==> config.mk <==
export PLATFORM = sky130hd
export DESIGN_NAME = dl_router
export DESIGN_NICKNAME = d
export VERILOG_FILES = /design/src/rtl/dl_router.sv
export SDC_FILE = /design/constraint.sdc
export NUM_CORES = 1
export LEC_CHECK = 0
export BUFFER_PORTS_ARGS = -buffer_cell sky130_fd_sc_hd__buf_2
export CAP_MARGIN = 5
export CORE_MARGIN = 2
export CORE_UTILIZATION = 60
export CTS_CLUSTER_SIZE = 16
export DETAILED_ROUTE_END_ITERATION = 8
export PLACE_DENSITY = 0.88
export SLEW_MARGIN = 20
export SYNTH_ARGS = -nofsm -noshare
export SYNTH_HDL_FRONTEND = slang
export SYNTH_SLANG_ARGS = --single-unit
==> constraint.sdc <==
create_clock -name clk_sys -period 6.7 [get_ports clk_sys]
set_input_delay 0.335 -clock clk_sys [delete_from_list [all_inputs] [get_ports clk_sys]]
set_output_delay 0.335 -clock clk_sys [all_outputs]
set_load 0.02 [all_outputs]
==> src/rtl/dl_router.sv <==
// dl_router: routes the HPS ioctl download stream into the Sky Skipper core.
// ROM bytes are decoded into one of four memory regions and pass through a
// small FIFO that drains to the memory write port under mem_busy backpressure.
// DIP bytes are latched directly. core_reset is held until the download has
// landed and RST_HOLD further cycles have elapsed.
// Optional feature macro: DL_CHECKSUM_EN (16-bit running sum of written bytes).
module dl_router #(
  parameter int unsigned RST_HOLD   = 16,
  parameter int unsigned FIFO_DEPTH = 4
) (
  input  logic        clk_sys,
  input  logic        reset,
  input  logic        ioctl_download,
  input  logic [7:0]  ioctl_index,
  input  logic        ioctl_wr,
  input  logic [24:0] ioctl_addr,
  input  logic [7:0]  ioctl_dout,
  output logic        mem_wr,
  output logic [1:0]  mem_region,
  output logic [14:0] mem_addr,
  output logic [7:0]  mem_data,
  input  logic        mem_busy,
  output logic [7:0]  dip_sw0,
  output logic [7:0]  dip_sw1,
  output logic [7:0]  dip_sw2,
  output logic        core_reset,
  output logic        dl_done,
  output logic        overflow,
  output logic [16:0] byte_count,
  output logic [15:0] checksum
);

  localparam int unsigned PW = (FIFO_DEPTH > 1) ? $clog2(FIFO_DEPTH) : 1;
  localparam logic [PW:0] FULL_CNT = (PW+1)'(FIFO_DEPTH);

  typedef enum logic [1:0] {S_IDLE, S_LOAD, S_DRAIN, S_HOLD} state_t;

  state_t        state;
  logic [7:0]    hold_cnt;

  logic [1:0]    fifo_region [FIFO_DEPTH];
  logic [14:0]   fifo_addr   [FIFO_DEPTH];
  logic [7:0]    fifo_data   [FIFO_DEPTH];
  logic [PW-1:0] wr_ptr;
  logic [PW-1:0] rd_ptr;
  logic [PW:0]   count;

  logic          rom_wr;
  logic          in_range;
  logic [1:0]    dec_region;
  logic [14:0]   dec_addr;
  logic          fifo_full;
  logic          pop;
  logic          push;
  logic          drop;
  logic          dl_start;
  logic          clr;
  logic          dip_wr;

  // Region decode of the incoming ROM byte address.
  always_comb begin
    in_range   = 1'b1;
    dec_region = 2'd0;
    dec_addr   = ioctl_addr[14:0];
    if (ioctl_addr < 25'h0008000) begin
      dec_region = 2'd0;
      dec_addr   = ioctl_addr[14:0];
    end else if (ioctl_addr < 25'h000C000) begin
      dec_region = 2'd1;
      dec_addr   = {1'b0, ioctl_addr[13:0]};
    end else if (ioctl_addr < 25'h0010000) begin
      dec_region = 2'd2;
      dec_addr   = {1'b0, ioctl_addr[13:0]};
    end else if (ioctl_addr < 25'h0018000) begin
      dec_region = 2'd3;
      dec_addr   = ioctl_addr[14:0];
    end else begin
      in_range   = 1'b0;
    end
  end

  // Push/pop arbitration; a push into a full FIFO is accepted when a pop frees a slot.
  always_comb begin
    rom_wr    = ioctl_wr && ioctl_download && (ioctl_index == 8'd0);
    fifo_full = (count == FULL_CNT);
    pop       = (count != '0) && !mem_busy;
    push      = rom_wr && in_range && (!fifo_full || pop);
    drop      = rom_wr && in_range && fifo_full && !pop;
    dl_start  = ioctl_download && (ioctl_index == 8'd0);
    clr       = dl_start && ((state == S_IDLE) || (state == S_HOLD));
    dip_wr    = ioctl_wr && (ioctl_index == 8'd254) && (ioctl_addr[24:3] == 22'd0);
  end

  // FIFO storage; contents need no reset since occupancy is tracked separately.
  always_ff @(posedge clk_sys) begin
    if (push) begin
      fifo_region[wr_ptr] <= dec_region;
      fifo_addr[wr_ptr]   <= dec_addr;
      fifo_data[wr_ptr]   <= ioctl_dout;
    end
  end

  // FIFO pointers/occupancy and the registered memory write port.
  always_ff @(posedge clk_sys) begin
    if (reset) begin
      wr_ptr     <= '0;
      rd_ptr     <= '0;
      count      <= '0;
      mem_wr     <= 1'b0;
      mem_region <= '0;
      mem_addr   <= '0;
      mem_data   <= '0;
    end else begin
      mem_wr <= pop;
      if (push) begin
        wr_ptr <= wr_ptr + PW'(1);
      end
      if (pop) begin
        mem_region <= fifo_region[rd_ptr];
        mem_addr   <= fifo_addr[rd_ptr];
        mem_data   <= fifo_data[rd_ptr];
        rd_ptr     <= rd_ptr + PW'(1);
      end
      unique case ({push, pop})
        2'b10:   count <= count + (PW+1)'(1);
        2'b01:   count <= count - (PW+1)'(1);
        default: count <= count;
      endcase
    end
  end

  // Accepted-byte counter (saturating) and sticky overflow, cleared on download start.
  always_ff @(posedge clk_sys) begin
    if (reset) begin
      byte_count <= '0;
      overflow   <= 1'b0;
    end else if (clr) begin
      byte_count <= push ? 17'd1 : 17'd0;
      overflow   <= drop;
    end else begin
      if (push && (byte_count != '1)) begin
        byte_count <= byte_count + 17'd1;
      end
      if (drop) begin
        overflow <= 1'b1;
      end
    end
  end

  // Download sequencing with registered core_reset and dl_done.
  // HOLD lasts RST_HOLD cycles: the exit fires when the counter would step to zero.
  always_ff @(posedge clk_sys) begin
    if (reset) begin
      state      <= S_IDLE;
      hold_cnt   <= '0;
      core_reset <= 1'b1;
      dl_done    <= 1'b0;
    end else begin
      dl_done <= 1'b0;
      unique case (state)
        S_IDLE: begin
          if (dl_start) begin
            state      <= S_LOAD;
            core_reset <= 1'b1;
          end else begin
            core_reset <= 1'b0;
          end
        end
        S_LOAD: begin
          core_reset <= 1'b1;
          if (!ioctl_download) begin
            state <= S_DRAIN;
          end
        end
        S_DRAIN: begin
          core_reset <= 1'b1;
          if ((count == '0) && !mem_wr) begin
            state    <= S_HOLD;
            hold_cnt <= 8'(RST_HOLD);
          end
        end
        S_HOLD: begin
          if (dl_start) begin
            state      <= S_LOAD;
            core_reset <= 1'b1;
          end else if (hold_cnt <= 8'd1) begin
            state      <= S_IDLE;
            hold_cnt   <= '0;
            core_reset <= 1'b0;
            dl_done    <= 1'b1;
          end else begin
            hold_cnt   <= hold_cnt - 8'd1;
            core_reset <= 1'b1;
          end
        end
        default: begin
          state      <= S_IDLE;
          core_reset <= 1'b1;
        end
      endcase
    end
  end

  // DIP byte latches; only bytes 0..2 exist.
  always_ff @(posedge clk_sys) begin
    if (reset) begin
      dip_sw0 <= 8'h00;
      dip_sw1 <= 8'hC2;
      dip_sw2 <= 8'h00;
    end else if (dip_wr) begin
      unique case (ioctl_addr[2:0])
        3'd0:    dip_sw0 <= ioctl_dout;
        3'd1:    dip_sw1 <= ioctl_dout;
        3'd2:    dip_sw2 <= ioctl_dout;
        default: ;
      endcase
    end
  end

`ifdef DL_CHECKSUM_EN
  // Running sum of bytes as they are issued on the write port.
  always_ff @(posedge clk_sys) begin
    if (reset) begin
      checksum <= '0;
    end else if (clr) begin
      checksum <= pop ? {8'h00, fifo_data[rd_ptr]} : 16'h0000;
    end else if (pop) begin
      checksum <= checksum + {8'h00, fifo_data[rd_ptr]};
    end
  end
`else
  assign checksum = '0;
`endif

endmodule
==> metrics.csv <==
metric,value,unit
status,completed,
Post-synth EDFFs,100,
routed vias,5585,
layout cell share with drive strength beyond 1,0.266,
Max-cap violations,0,
"Reg clk slew, reported paths",0.07,ns
# IOs,132,
overall die width,118,microns
hold_ws,0.160,ns
Reg2Reg Depth,8,
cell count after synthesis,625,
DIE HEIGHT,118,microns
Congestion Overflow GR,0,
vias per inst,6.07,
first-pass GRT wire length,28.8,mm
Main synth FF type,edfxtp_1,
Worst-Margin Slew,0.976,ns
fin cells,920,
Placer Congestion,0.886,
share of the synthesized area in the top cell type,0.382,
final setup violation count,0,
Layout area overhead,15.7,%
Final HPWL DP,11.6,mm
final setup TNS,0,ns
Critical Path Sink Type,register,
Final ANT Viol Nets,0,
Pleak,3.38,nW
Starting Density,0.617,
final slew viol count,0,
"commonest non-fill, non-tap cell in the layout",buf_2,
CP Max Fanout,14,
endpoints failing hold,0,
RSZ-0062 raised after global routing,no,
CTS tree,yes,
Worst EP required,7.00,ns
hold crit path type,in -> reg,
clock skew,0.0112,ns
Tot Pwr,2.44,mW
CP Launch Type,input port,
WS Path Type,in -> reg,
num rows,41,
Syn Area/Cell,12.6,sq um
WL final,17.9,mm
drt wl/cell,19.5,microns
CTS Root Cell,clkbuf_16,
DR iter-0 viols,699,
Die ar.,14000,sq um
htree depth,4,
DRC violations left,0,
Clock Sinks,187,
number of synthesized register bits,187,
CTS Hold Bufs,0,
Yosys warnings,0,
# port buffers,115,
ys async rst share,0,
post-synthesis sequential area ratio,0.604,
hold depth,1,
Ant. Diodes,0,
worst endpoint data arrival time,3.48,ns
drt pass-1 iters,5,
Worst VDD drop,181,uV
top post-synthesis cells by area,"edfxtp_1, dfxtp_1, mux4_2",
Synth area leader,edfxtp_1,
Global Route Usage Sum,0.263,
most frequent cells in the layout,"buf_2, edfxtp_1, dfxtp_1",
postcts setup bufs,0,
fin nets,795,
clock buffer depth,2,
distinct cell type count of the synthesized netlist,65,
Num CTS Buffers,17,
final worst-path cycle share,0.473,
Mapped Area,7850,sq um
clock latency at the later pin of the worst-skew pair,0.43,ns
relative slew slack,0.349,
initial antenna violation count,0,
DP Cell Count,888,
Final min period,3.17,ns
Power Dens Cells,269,nW/um^2
vias in the first global route,5606,
largest net degree at the start of global routing,70,
fmax,315,MHz
Resized cells post-CTS,0,
Core ar.,12700,sq um
-- final timing paths --
check,from,to,slack [ns]
hold / removal,ioctl_addr[9],fifo_addr[3][9],0.16
setup reg to reg,count[0],count[2],3.78
hold reg to reg,mem_data[2],mem_data[2],0.45
setup / recovery,ioctl_index[1],count[2],3.53
-- registers in the layout (all words and copies together), names as in the netlist --
signal	flops
mem_region	2
fifo_addr	60
rd_ptr	2
dip_sw0	8
mem_wr	1
fifo_region	8
byte_count	17
dip_sw1	8
fifo_data	32
count	3
dl_done	1
dip_sw2	8
core_reset	1
mem_addr	15
mem_data	8
hold_cnt	8
state	2
wr_ptr	2
overflow	1
-- cell usage after synthesis (2+ instances only) --
cell type,instances
a211oi_1,5
a21oi_1,47
and2_1,4
and3_1,6
and4_1,2
and4b_1,2
buf_1,2
buf_2,3
buf_4,16
clkbuf_1,24
dfxtp_1,87
edfxtp_1,100
ha_1,13
inv_1,9
mux2i_1,31
mux4_2,25
nand2_1,74
nand2b_1,3
nand3_1,9
nand3b_1,2
nand4_1,11
nor2_1,40
nor3_1,8
nor4_1,6
nor4_2,2
nor4_4,2
nor4bb_1,2
o211ai_1,3
o21ai_0,11
o22ai_1,2
o31a_1,3
o31ai_1,10
or2_2,5
or3_1,10
or4_1,11
or4_4,2
xnor2_1,5
-- layer usage --
layer  share of wire  vias up  GRT usage
li1                -     2532          -
met2            0.51      300      0.457
met4           0.018        0     0.0766
met5               0        -          0
met3           0.081       37     0.0627
met1            0.39     2716      0.328
-- through the flow --
| step | area (sq um) | setup slack (ns) | util |
|---|---|---|---|
| after floorplan | 7910 | 3.68 | - |
| after global placement | 8520 | 3.20 | 0.670 |
| after detailed placement | 8520 | 3.17 | 0.670 |
| after CTS | 9080 | 3.59 | 0.714 |
| after global routing | 9080 | 3.35 | 0.714 |
| final | 9080 | 3.53 | 0.714 |
-- where the power goes --
part / internal (mW) / switching [mW]
clock network: 0.521 / 0.453
logic: 0.0813 / 0.141
registers: 1.22 / 0.0240
total: 1.82 / 0.618
-- kinds of logic (layout without fill, tap and decap cells) --
family	count (synthesis)	after routing	synth area share
adders and majority gates	14	14	0.0233
and+or+nand+nor	212	212	0.145
other	1	16	0.000478
AOI/OAI and AO/OA	93	93	0.0727
DFF	187	187	0.604
buffers and inverters	55	163	0.0354
xor gates and xnor gates	6	6	0.00669
muxes	57	57	0.113
-- worst max-delay path, cell delays in order --
cell,delay (ns)
buf_2,0.12
or4_4,0.53
or3_1,0.62
nor3_1,0.56
nor2_1,0.14
fa_1,0.41
nor3_1,0.19
o31a_1,0.16
a31oi_1,0.05
mux2_1,0.36
-- cell type report --
type	count	area [sq um]
Clock buffer	18	429
Tap cell	172	215
Clock inverter	14	130
Inverter	9	33.8
Sequential cell	187	4750
Multi-Input combinational cell	398	2900
Fill cell	865	3640
Timing Repair Buffer	122	628
No activity file was read; power rests on OpenSTA's default activity.
